--- src/rtl/qpsk_symbol_mapper_if.sv ---
// Handshake bundle between a serial bit source, the QPSK symbol mapper and the
// pulse-shaping/DAC sink. The mapper uses the slave view, its environment the master view.
interface qpsk_symbol_mapper_if;
  logic               bit_in;
  logic               bit_valid;
  logic               bit_last;
  logic               bit_ready;
  logic signed [15:0] sym_re;
  logic signed [15:0] sym_im;
  logic               sym_valid;
  logic               sym_last;
  logic               sym_padded;
  logic               sym_ready;

  modport master (
    output bit_in, bit_valid, bit_last, sym_ready,
    input  bit_ready, sym_re, sym_im, sym_valid, sym_last, sym_padded
  );

  modport slave (
    input  bit_in, bit_valid, bit_last, sym_ready,
    output bit_ready, sym_re, sym_im, sym_valid, sym_last, sym_padded
  );
endinterface

--- src/rtl/qpsk_symbol_mapper.sv ---
// QPSK transmit mapper: pairs serial bits (odd first), maps each pair to a signed
// En13 I/Q symbol and buffers symbols in a 2-entry FIFO toward the DAC path.
module qpsk_symbol_mapper #(
  parameter logic signed [15:0] AMP     = 16'sd5793,
  parameter logic               PAD_BIT = 1'b0
) (
  input  logic                 clk,
  input  logic                 rst_n,
  qpsk_symbol_mapper_if.slave  bus
);

  typedef enum logic {
    WAIT_ODD,
    WAIT_EVEN
  } pair_state_e;

  typedef struct packed {
    logic signed [15:0] re;
    logic signed [15:0] im;
    logic               last;
    logic               padded;
  } sym_entry_t;

  localparam logic signed [15:0] AMP_NEG = 16'sd0 - AMP;

  pair_state_e state_q, state_d;
  logic        odd_q, odd_d;
  sym_entry_t  fifo_q [2];
  logic        wr_ptr_q, wr_ptr_d;
  logic        rd_ptr_q, rd_ptr_d;
  logic [1:0]  count_q, count_d;

  logic        full;
  logic        bit_fire;
  logic        sym_fire;
  logic        push;
  logic        push_odd;
  logic        push_even;
  logic        push_last;
  logic        push_padded;
  sym_entry_t  push_entry;

  // Ready depends only on registered occupancy, so sym_ready never reaches bit_ready.
  assign full     = (count_q == 2'd2);
  assign bit_fire = bus.bit_valid && !full;
  assign sym_fire = bus.sym_ready && (count_q != 2'd0);

  // NOTE: every signal gets a default before the branches so no latch is inferred.
  always_comb begin
    state_d     = state_q;
    odd_d       = odd_q;
    push        = 1'b0;
    push_odd    = odd_q;
    push_even   = bus.bit_in;
    push_last   = 1'b0;
    push_padded = 1'b0;

    if (bit_fire) begin
      unique case (state_q)
        WAIT_ODD: begin
          if (bus.bit_last) begin
            push        = 1'b1;
            push_odd    = bus.bit_in;
            push_even   = PAD_BIT;
            push_last   = 1'b1;
            push_padded = 1'b1;
          end else begin
            odd_d   = bus.bit_in;
            state_d = WAIT_EVEN;
          end
        end
        WAIT_EVEN: begin
          push      = 1'b1;
          push_odd  = odd_q;
          push_even = bus.bit_in;
          push_last = bus.bit_last;
          state_d   = WAIT_ODD;
        end
        default: state_d = WAIT_ODD;
      endcase
    end

    push_entry.re     = push_odd  ? AMP : AMP_NEG;
    push_entry.im     = push_even ? AMP : AMP_NEG;
    push_entry.last   = push_last;
    push_entry.padded = push_padded;

    wr_ptr_d = push     ? ~wr_ptr_q : wr_ptr_q;
    rd_ptr_d = sym_fire ? ~rd_ptr_q : rd_ptr_q;

    unique case ({push, sym_fire})
      2'b10:   count_d = count_q + 2'd1;
      2'b01:   count_d = count_q - 2'd1;
      default: count_d = count_q;
    endcase
  end

  // NOTE: state uses non-blocking assignments so every flop samples pre-edge values.
  always_ff @(posedge clk or negedge rst_n) begin
    if (!rst_n) begin
      state_q  <= WAIT_ODD;
      odd_q    <= 1'b0;
      wr_ptr_q <= 1'b0;
      rd_ptr_q <= 1'b0;
      count_q  <= 2'd0;
      // NOTE: the storage is reset because the head entry drives the symbol outputs,
      // which must read zero out of reset.
      for (int i = 0; i < 2; i++) begin
        fifo_q[i] <= '0;
      end
    end else begin
      state_q  <= state_d;
      odd_q    <= odd_d;
      wr_ptr_q <= wr_ptr_d;
      rd_ptr_q <= rd_ptr_d;
      count_q  <= count_d;
      if (push) begin
        fifo_q[wr_ptr_q] <= push_entry;
      end
    end
  end

  assign bus.bit_ready  = !full;
  assign bus.sym_valid  = (count_q != 2'd0);
  assign bus.sym_re     = fifo_q[rd_ptr_q].re;
  assign bus.sym_im     = fifo_q[rd_ptr_q].im;
  assign bus.sym_last   = fifo_q[rd_ptr_q].last;
  assign bus.sym_padded = fifo_q[rd_ptr_q].padded;

endmodule

--- src/flat_wrapper.sv ---
// flat-port wrapper written by rule: the top's interface ports become plain ports
module qpsk_symbol_mapper_flat 
#(
  parameter logic signed [15:0] AMP     = 16'sd5793,
  parameter logic               PAD_BIT = 1'b0
)
  (clk, rst_n, bus_bit_in, bus_bit_valid, bus_bit_last, bus_sym_ready, bus_bit_ready, bus_sym_re, bus_sym_im, bus_sym_valid, bus_sym_last, bus_sym_padded);
  qpsk_symbol_mapper_if bus_i ();
  input  logic clk;
  input  logic rst_n;
  input wire logic [$bits(bus_i.bit_in)-1:0] bus_bit_in;
  input wire logic [$bits(bus_i.bit_valid)-1:0] bus_bit_valid;
  input wire logic [$bits(bus_i.bit_last)-1:0] bus_bit_last;
  input wire logic [$bits(bus_i.sym_ready)-1:0] bus_sym_ready;
  output wire logic [$bits(bus_i.bit_ready)-1:0] bus_bit_ready;
  output wire logic [$bits(bus_i.sym_re)-1:0] bus_sym_re;
  output wire logic [$bits(bus_i.sym_im)-1:0] bus_sym_im;
  output wire logic [$bits(bus_i.sym_valid)-1:0] bus_sym_valid;
  output wire logic [$bits(bus_i.sym_last)-1:0] bus_sym_last;
  output wire logic [$bits(bus_i.sym_padded)-1:0] bus_sym_padded;
  assign bus_i.bit_in = bus_bit_in;
  assign bus_i.bit_valid = bus_bit_valid;
  assign bus_i.bit_last = bus_bit_last;
  assign bus_i.sym_ready = bus_sym_ready;
  assign bus_bit_ready = bus_i.bit_ready;
  assign bus_sym_re = bus_i.sym_re;
  assign bus_sym_im = bus_i.sym_im;
  assign bus_sym_valid = bus_i.sym_valid;
  assign bus_sym_last = bus_i.sym_last;
  assign bus_sym_padded = bus_i.sym_padded;
  qpsk_symbol_mapper #(.AMP(AMP), .PAD_BIT(PAD_BIT)) u_core (.clk(clk), .rst_n(rst_n), .bus(bus_i));
endmodule
--- config.mk ---
export PLATFORM = sky130hd
export DESIGN_NAME = qpsk_symbol_mapper_flat
export DESIGN_NICKNAME = d
export VERILOG_FILES = /design/src/rtl/qpsk_symbol_mapper_if.sv /design/src/rtl/qpsk_symbol_mapper.sv /design/src/flat_wrapper.sv
export SDC_FILE = /design/constraint.sdc
export NUM_CORES = 1
export LEC_CHECK = 0
export ABC_AREA = 1
export CORE_AREA = 3 3 49 73
export DETAILED_ROUTE_END_ITERATION = 8
export DIE_AREA = 0 0 52 76
export GPL_TIMING_DRIVEN = 0
export PLACE_DENSITY = 0.7
export SYNTH_ARGS = -nofsm -noshare
export SYNTH_HDL_FRONTEND = slang
export SYNTH_SLANG_ARGS = --single-unit
--- constraint.sdc ---
create_clock -name clk -period 2.5 [get_ports clk]
set_input_delay 0.5 -clock clk [delete_from_list [all_inputs] [get_ports clk]]
set_output_delay 0.5 -clock clk [all_outputs]
set_load 0.05 [all_outputs]
Yosys cells after proc, flatten, opt, wreduce, memory -nomap -nowiden
Cells that the tools add are included.
{"block": "op_classes", "bitwise": 6, "n_eq_ne": 3, "order_cmp": 3, "n_reduce_logical": 7, "add_sub_neg": 2, "muxes": 24}
{"op": "34-bit 2-to-1 mux", "n": 4}
{"op": "68-bit bitwise mux", "n": 1}
{"op": "34-bit demux with 1-bit select", "n": 1}
{"op": "16-bit 2-to-1 mux", "n": 2}
{"op": "1-bit 2-to-1 mux", "n": 10}
{"op": "1-bit one-hot mux with 2 select lines", "n": 5}
{"op": "2-bit == test, second input constant", "n": 2}
{"op": "2-bit >= comparator, second input constant", "n": 2}
{"op": "1-bit NOT", "n": 4}
{"op": "1-bit NOT with 2-bit output", "n": 2}
{"op": "2-bit one-hot mux with 2 select lines", "n": 1}
{"op": "2-bit nonzero test", "n": 2}
{"op": "1-bit logical AND", "n": 3}
{"op": "3-bit AND reduction", "n": 1}
{"op": "2-bit by 1-bit adder with 2-bit output, second input constant", "n": 1}
{"op": "2-bit by 1-bit == test with 1-bit output, second input constant", "n": 1}
{"op": "2-bit by 1-bit < comparator with 1-bit output, second input constant", "n": 1}
{"op": "2-bit by 1-bit subtractor with 2-bit output, second input constant", "n": 1}
{"op": "1-bit zero test", "n": 1}
{"block": "word_totals", "output_inout_bits": 36, "inputBits": 6, "elab_cells": 58, "regBits": 74}

Longest topological paths before layout
{"block": "depth", "depth_word": 6, "ltp_mapped": 8, "ltp_nobuf": 8}

Least setup slack after synthesis
No wires, ideal clock.
{"block": "synth_timing", "kind": "register to output", "startpoint": "reg u_core.rd_ptr_q", "endpoint": "out bus_sym_im[11]", "stages_incl_launch_ff": 4, "slack_ns": -0.542, "t_arrival_ns": 2.542, "required_time_ns": 2.000, "path_cell_list": "dfrtp_1 -> clkbuf_1 -> o21ai_0 -> buf_4"}
{"block": "synth_between", "elab_chain_cells": 4}
{"element": "start: declaration", "line_no": "qpsk_symbol_mapper.sv:30", "rtl": "logic rd_ptr_q, rd_ptr_d;"}
{"element": "start signal: assignment", "line_no": "qpsk_symbol_mapper.sv:115", "rtl": "rd_ptr_q <= rd_ptr_d;"}
{"element": "1-bit NOT with 2-bit output (implied by the code)", "line_no": "qpsk_symbol_mapper.sv:126", "rtl": "assign bus.sym_im = fifo_q[rd_ptr_q].im;"}
{"element": "34-bit 2-to-1 mux"}
{"element": "34-bit 2-to-1 mux (implied by the code)", "line_no": "qpsk_symbol_mapper.sv:126"}
{"element": "34-bit 2-to-1 mux"}
{"element": "end: declaration", "line_no": "flat_wrapper.sv:17", "rtl": "output wire logic [$bits(bus_i.sym_im)-1:0] bus_sym_im;"}
No other way between the ends. The select of a mux whose other input is x is not followed.

Final worst setup path
{"block": "layout_timing", "startpoint": "reg u_core.rd_ptr_q", "endpoint": "out bus_sym_im[4]"}
The elaborated chain is that of the path after synthesis.

==> impl_metrics.yaml <==
cts:
  path_clk_slew_ns: 0.07
  cts_sinks: 20
  ctsRootBufferMaster: "clkbuf_8"
  cts_tree: "done"
  insertion_delay_ns: 0.25
  clk_path_buf_depth: 2
  htreeDepth: 1
  cts_buffers: 3
  holdBufCountCts: 0
  postCtsSetupBuffers: 0
floorplanning:
  die_area_um2: 3950
  initial_core_util_pct: 39.9
  core_area_um2: 2970
  die_h_um: 76
  io_pins: 42
  dieWidth_um: 52
  rows: 24
run_status:
  status: "finished clean"
critical_path:
  cp_data_arrival_time_ns: 1.85
  cp_num_cells: 4
  cp_slowest_cell: "clkdlybuf4s15_1"
  crit_required_ns: 2.00
  reg2regPathDepth: 7
  crit_chain: "clkbuf_2 -> o21ai_2 -> buf_4 -> clkdlybuf4s15_1"
  slowest_delay_ns: 0.49
  path_delay_family: "buffers and inverters"
  critPathCaptureType: "primary output"
  worst-path-max-fanout: 10
  cp-start-kind: "flip-flop"
  path_buf_inv: 3
  worst-setup-path-type: "flip-flop to primary output"
timing:
  finalClockSkew_ns: 0.000833
  fmax_mhz: 426
  hold_viol_final: 0
  worstMarginPinSlew_ns: 0.881
  relSlewSlack_pct: 41.1
  fin_crit_ns: 2.35
  setup_violations: 0
  worst_slack_ns: 0.155
  rsz0062_at_grt: "false"
  fin_crit_sh_pct: 93.8
  hold_slack_ns: 0.451
  slew_violations: 0
route:
  drtIter0Drc: 19
  post_drt_via_cell_ratio: 4.45
  wirelength_um: 2330
  wl_per_cell_um: 10.4
  drc: 0
  drt-pass1-iter-count: 4
  final_antenna_net_count: 0
  vias: 1001
cells_and_area:
  area_growth_pct: 42.2
  area.sequential_um2: 500
  multiInputGateArea_um2: 437
  antennaDiodeCount: 0
  drive_gt1_share_pct: 23.1
  final_common_cell: "nand2_1"
  final_nets: 194
  nFillCells: 280
  final_cell_mix: "nand2_1, buf_4, dfrtp_1"
placement:
  place_congestion: 0.740
  dp_hpwl_um: 1940
  pre_cts_ws_ns: -0.130
  numPortBuffers: 41
logic_synthesis:
  yosysUniqueCellTypes: 21
  yosysTopAreaCellShare_pct: 42.2
  ys_seq_area_share_pct: 42.2
  avgSynthCellArea_um2: 8.40
  ys_seq_elements: 20
  yosysTopAreaCell: "dfrtp_1"
  yosys-top-cells-area: "dfrtp_1, buf_4, nand2_1"
  ys.warnings.count: 0
  synthCells: 141
  synth_nets: 148
  syn_area_um2: 1180
min_path:
  hold-path-cell-count: 2
  hp-class: "flip-flop to flip-flop"
run:
  maxCapViolations: 0
grt:
  antenna_found_initial: 0
  grt_max_degree: 21
  grt_pass1_wl_um: 4150
  grt_pass1_vias: 944
  grt_usage_pct: 12.8
  gr-total-overflow: 0
## logic make-up after synthesis
| logic type | count (synthesis) | share of synthesized area, % |
|---|---|---|
| and+or+nand+nor | 63 | 26.2 |
| xor gates and xnor gates | 3 | 2.22 |
| AOI/OAI and AO/OA | 14 | 7.07 |
| buffers and inverters | 40 | 21.2 |
| DFF | 20 | 42.2 |
| adders and majority gates | 1 | 1.06 |
## layer usage
layer	part of all wire, %	vias to the layer above	GRT usage (%)
met5	0	-	0
met1	39	451	15.8
met3	7.1	2	0.978
met2	53	39	23.6
li1	-	509	-
met4	0.86	0	2.36
## worst reg2reg max path, delay by kind of cell, from the launching register on
family                   cells  cell delay, ns
AND/OR/NAND/NOR              2            0.40
buffers and inverters        1            0.06
flip-flops                   1            0.36
AO/OA/AOI/OAI                2            0.21
adder cells (fa/ha/maj)      1            0.36
XOR/XNOR                     1            0.15
## cell usage after synthesis
cell and number:
nand2_4 1, o21ai_0 9, nand4_1 2, inv_1 10, nand2_1 46, or2_2 1
dfrtp_1 20, nor2_2 1, nand3_1 6, buf_4 27, clkbuf_1 1, xor2_1 2
a21oi_1 1, o21ai_1 3, inv_2 2, ha_1 1, nor2_1 2, a21boi_4 1
nor2_4 1, xnor2_1 1, nand3_4 3
## metrics by stage
step                      utilization, %  std cells  TNS [ns]  cell area [um^2]
after floorplan                        -        141         0              1180
after global placement              55.3        221    -0.697              1640
after detailed placement            55.3        221     -1.10              1640
after CTS                           56.3        225         0              1670
after global routing                56.7        225         0              1690
final                               56.7        225         0              1690
## area by class of cell
type                       count  area share (%)
inverter                      12            2.67
sequential                    20            29.7
tap                           39            2.90
timing repair buffer          41            23.2
clock buffer                   4            3.27
buffer                        28            12.3
multi-input combinational     81            25.9
## registers in the layout, indices dropped and copies added, names as in the netlist
register         cells
u_core.fifo_q       14
u_core.rd_ptr_q      1
u_core.wr_ptr_q      1
u_core.odd_q         1
u_core.count_q       2
u_core.state_q       1
## worst paths after layout
| kind | startpoint | end | slack, ns |
|---|---|---|---|
| hold reg to reg | u_core.fifo_q[36] | u_core.fifo_q[36] | 0.45 |
| min in group asynchronous | rst_n | u_core.odd_q | 0.74 |
| setup reg to reg | u_core.state_q | u_core.count_q[1] | 0.84 |
| hold / removal | u_core.fifo_q[36] | u_core.fifo_q[36] | 0.45 |
| max in group asynchronous | rst_n | u_core.wr_ptr_q | 1.22 |
| setup / recovery | u_core.rd_ptr_q | bus_sym_im[4] | 0.15 |
## what timing repair did
item,4_1_cts,5_1_grt
resized for setup,43,11
pin swaps,0,0
endpoints found under the setup margin,32,26
Power is left out: the tool's default activity adds up to more than one toggle a clock period on the data nets, which glitch-free logic cannot reach.
==> variant 1, RTL diff (same flow settings) <==
`AMP` is set to 16'sd5793 in 2 places; all go to 16'sd4096.
--- a/src/rtl/qpsk_symbol_mapper.sv
+++ b/src/rtl/qpsk_symbol_mapper.sv
@@ -1,7 +1,7 @@
 // QPSK transmit mapper: pairs serial bits (odd first), maps each pair to a signed
 // En13 I/Q symbol and buffers symbols in a 2-entry FIFO toward the DAC path.
 module qpsk_symbol_mapper #(
-  parameter logic signed [15:0] AMP     = 16'sd5793,
+  parameter logic signed [15:0] AMP     = 16'sd4096,
   parameter logic               PAD_BIT = 1'b0
 ) (
   input  logic                 clk,
--- a/src/flat_wrapper.sv
+++ b/src/flat_wrapper.sv
@@ -1,7 +1,7 @@
 // flat-port wrapper written by rule: the top's interface ports become plain ports
 module qpsk_symbol_mapper_flat 
 #(
-  parameter logic signed [15:0] AMP     = 16'sd5793,
+  parameter logic signed [15:0] AMP     = 16'sd4096,
   parameter logic               PAD_BIT = 1'b0
 )
   (clk, rst_n, bus_bit_in, bus_bit_valid, bus_bit_last, bus_sym_ready, bus_bit_ready, bus_sym_re, bus_sym_im, bus_sym_valid, bus_sym_last, bus_sym_padded);
Check against the original RTL: not equivalent (Yosys sat finds a counterexample within 4 cycles, from zero or initial values and one cycle with rst_n low).
==> variant 1 against the original RTL <==
- setup slack got worse by 12 ps
- count of clock-buffer cells in the layout is the same
- first-iteration DRC count increased by 42%
- sequential share of layout area fell by 0.66 points
- routed wire length fell by 19%
- highest routed layer unchanged
- sequential cell count shrank 4
- area after synthesis shrank 14%
- clock skew is 2.5 ps higher
- cell area is 18% lower
- maximum frequency shrank 0.52%
==> variant 1: results (changes against the original RTL) <==
commonest cells in the netlist=nand2_1 (33), buf_4 (29), dfrtp_1 (16) (was nand2_1 (46), buf_4 (27), dfrtp_1 (20)); CP endpoint=bus_sym_last (was bus_sym_im[4]); met1 Track Usage GR=11.7% (was 15.8%); Placer Congestion=0.841 (was 0.740); Relative slew margins=51.4% (was 41.1%); Final #Nets=173 (was 194); gr usage total=11.3% (was 12.8%); Synth area leaders=dfrtp_1 (39%), buf_4 (21%), nand2_1 (12%), o21ai_0 (3.9%), inv_1 (3.3%) (was dfrtp_1 (42%), buf_4 (17%), nand2_1 (15%), nand3_4 (4.4%), o21ai_0 (3.8%)); first-pass GRT wire length=3380 µm (was 4150 µm); fillers=293 (was 280); WL met3=154 µm (was 166 µm); WL met1=687 µm (was 899 µm); Top Registers=u_core.fifo_q x10, u_core.count_q x2 (was u_core.fifo_q x14, u_core.count_q x2); top routing layer in use=met4 (unchanged); status=complete, no violations (unchanged); PortBufs=17 (was 41); via count=790 (was 1001); slowest cell on the critical path=clkdlybuf4s50_1 (was clkdlybuf4s15_1); sequential area share after synthesis=39.5% (was 42.2%); R2R Path Start=u_core.state_q (unchanged); Synth cell types=23 (was 21); Clock Skew=3.34 ps (was 0.833 ps); hpwl dp=1550 µm (was 1940 µm); CTS resizes=5 (was 43); vias in the first global route=796 (was 944); Total Wirelength=1900 µm (was 2330 µm); met2 Usage GRT=19.5% (was 23.6%)
[variant 1: metrics by stage]
stage,utilization [%],power (mW),instances,setup slack (ps),cell area [µm²]
final,46.4,1.98,204,142,1380
after detailed placement,44.4,1.81,200,219,1320
after floorplan,-,1.46,144,346,1100
after global placement,44.4,1.78,200,242,1320
after CTS,46.0,2.01,204,33.0,1370
after global routing,46.4,2.11,204,7.83,1380
[variant 1: area by class of cell]
cell class | instances | share of cell area, %
Buffer | 30 | 16.1
Clock buffer | 4 | 3.99
Inverter | 11 | 2.99
Multi-Input combinational cell | 87 | 31.8
Sequential cell | 16 | 29.0
Tap cell | 39 | 3.54
Timing Repair Buffer | 17 | 12.6
[variant 1: critical path, delay by kind of cell (launching register included)]
kind | cells | cell delay [ps]
buffers and inverters | 2 | 1120
AOI/OAI and AO/OA | 1 | 80
and+or+nand+nor | 1 | 80
DFF | 1 | 320
[variant 1: worst min path at each step]
| stage | startpoint | end | cells past startpoint | slack, ps |
|---|---|---|---|---|
| final | u_core.fifo_q[64] | u_core.fifo_q[64] | 2 | 450 |
| after global routing | u_core.fifo_q[64] | u_core.fifo_q[64] | 2 | 480 |
| after CTS | u_core.fifo_q[64] | u_core.fifo_q[64] | 2 | 460 |
| after detailed placement | u_core.fifo_q[64] | u_core.fifo_q[64] | 2 | 440 |
| after global placement | u_core.fifo_q[64] | u_core.fifo_q[64] | 2 | 430 |
| after floorplan | rst_n | u_core.count_q[0] | 0 | 200 |
[variant 1: cells by family (layout without fill, tap and decap cells)]
group | Yosys count | in the layout | synth area share, %
compound gates | 12 | 12 | 7.27
xor+xnor | 3 | 3 | 2.59
fa+ha+maj | 1 | 1 | 1.23
buf+inv | 41 | 62 | 25.9
flops | 16 | 16 | 39.5
other cells | 1 | 24 | 0.370
simple gates | 47 | 47 | 23.2
==> variant 2, RTL diff (config.mk and constraints unchanged) <==
Made on the original files. Reset style: synchronous (`rst_n`), changed in one clocked block.
--- a/src/rtl/qpsk_symbol_mapper.sv
+++ b/src/rtl/qpsk_symbol_mapper.sv
@@ -96,7 +96,7 @@
   end
 
   // NOTE: state uses non-blocking assignments so every flop samples pre-edge values.
-  always_ff @(posedge clk or negedge rst_n) begin
+  always_ff @(posedge clk) begin
     if (!rst_n) begin
       state_q  <= WAIT_ODD;
       odd_q    <= 1'b0;
Check against the original RTL: differs if rst_n is asserted again (counterexample within 4 cycles, from zero or initial values and one cycle with rst_n low); with rst_n held inactive, the same outputs for 4 cycles.
==> variant 2 against the original RTL <==
- sequential cell count rose by 1
- routed wire length fell by 6.3%
- setup slack got worse by 43 ps
- area after synthesis fell by 0.21%
- cell area fell by 0.59%
- via count fell by 4.1%
- die area did not move
- highest routed layer unchanged
==> variant 2: results (changes against the original RTL) <==
status=complete, no violations (unchanged); Final #Nets=186 (was 194); syn nets=141 (was 148); Final Worst Setup Slack=111 ps (was 155 ps); post-synthesis compound-gate area fraction=3.81% (was 7.07%); via count=960 (was 1001); Post-synth ARST share=0% (was 100%); met3 Track Usage GR=0.587% (was 0.978%); met2 Usage GRT=24.3% (was 23.6%); commonest cells in the netlist=buf_4 (28), nand2_1 (24), nor2_1 (23) (was nand2_1 (46), buf_4 (27), dfrtp_1 (20)); R2R Path Start=u_core.count_q[0] (was u_core.state_q); Synth Area in XOR/XNOR=0% (was 2.22%); adder-cell share of the synthesized area=1.06% (about the same); Critical Path AT=1890 ps (was 1850 ps); Post-synth EDFFs=12 (was 0); Relative slew margins=65.7% (was 41.1%); Synth area leaders=edfxtp_1 (30%), buf_4 (18%), dfxtp_1 (15%), nand2_1 (7.6%), nor2_1 (7.3%) (was dfrtp_1 (42%), buf_4 (17%), nand2_1 (15%), nand3_4 (4.4%), o21ai_0 (3.8%)); first-pass GRT wire length=3730 µm (was 4150 µm); PortBufs=40 (was 41); vias in the first global route=938 (was 944); FF-to-FF setup slack=950 ps (was 840 ps); Worst Hold Class=register to register (unchanged); CTS Buffer Depth=2 (unchanged); sequential area share after synthesis=45.7% (was 42.2%); critical hold path startpoint=u_core.fifo_q[1][2] (was u_core.fifo_q[36]); dpl ws=221 ps (was -130 ps); multiplexer area fraction after synthesis=5.71% (was 0%); Synth cell types=20 (was 21); Initial DRC Count=12 (was 19); largest net degree at the start of global routing=12 (was 21); Wirelength per Cell=10.1 µm (was 10.4 µm); Worst Path Max Fanout=8 (was 10); met1 Track Usage GR=10.4% (was 15.8%); Clock Skew=2.68 ps (was 0.833 ps); hpwl dp=1830 µm (was 1940 µm); Placer Congestion=0.763 (was 0.740); share of cells above drive strength 1=25.3% (was 23.1%)
-- variant 2: cell count changes after synthesis, sizes merged, moves of 2 or more --
cell    before  now
nand2       47   25
dfrtp       20    0
nor2         4   23
edfxtp       0   12
dfxtp        0    9
o21ai       12    3
mux2         0    6
nand3        9    5
buf         27   29
xor2         2    0
-- variant 2: layout make-up --
cell class | count | area [µm²]
Fill cell | 266 | 1300
Sequential cell | 21 | 541
Timing Repair Buffer | 40 | 399
Multi-Input combinational cell | 71 | 378
Buffer | 29 | 215
Inverter | 13 | 48.8
Tap cell | 39 | 48.8
Clock buffer | 4 | 45.0
-- variant 2: critical path: stages (launching register included) --
cell	delay (ps)
dfxtp_1	300
buf_2	160
o21ai_0	240
buf_4	150
clkdlybuf4s50_1	790
-- variant 2: metrics by stage --
stage,hold WS [ps],cell area (µm²),power (mW),cells,util [%]
detailed placement,453,1630,1.32,213,54.9
global route,501,1680,1.55,217,56.4
finish,465,1680,1.47,217,56.4
floorplan,427,1180,1.08,134,-
CTS,467,1650,1.49,217,55.6
global placement,442,1630,1.30,213,54.9
-- variant 2: what timing repair did --
action,in CTS,in global routing
setup endpoints to repair,19,9
resized for setup,19,9
gates cloned,0,0
-- variant 2: layer usage --
metal | share of wire [%] | wire length, µm
met1 | 33 | 731
met2 | 58 | 1260
met3 | 6.7 | 146
met4 | 2.1 | 45
met5 | 0 | 0
-- variant 2: path summary, 6_finish.rpt --
check / end / cells after the start
max: bus_sym_re[0] / 4
min: u_core.fifo_q[1][2] / 2
max reg2reg: u_core.count_q[1] / 8
min reg2reg: u_core.fifo_q[1][2] / 2
-- variant 2: power breakdown --
group,internal [mW],switching (mW),leakage [nW]
clock network,0.113,0.101,0.0228
registers,0.406,0.0229,0.199
logic,0.283,0.547,0.707
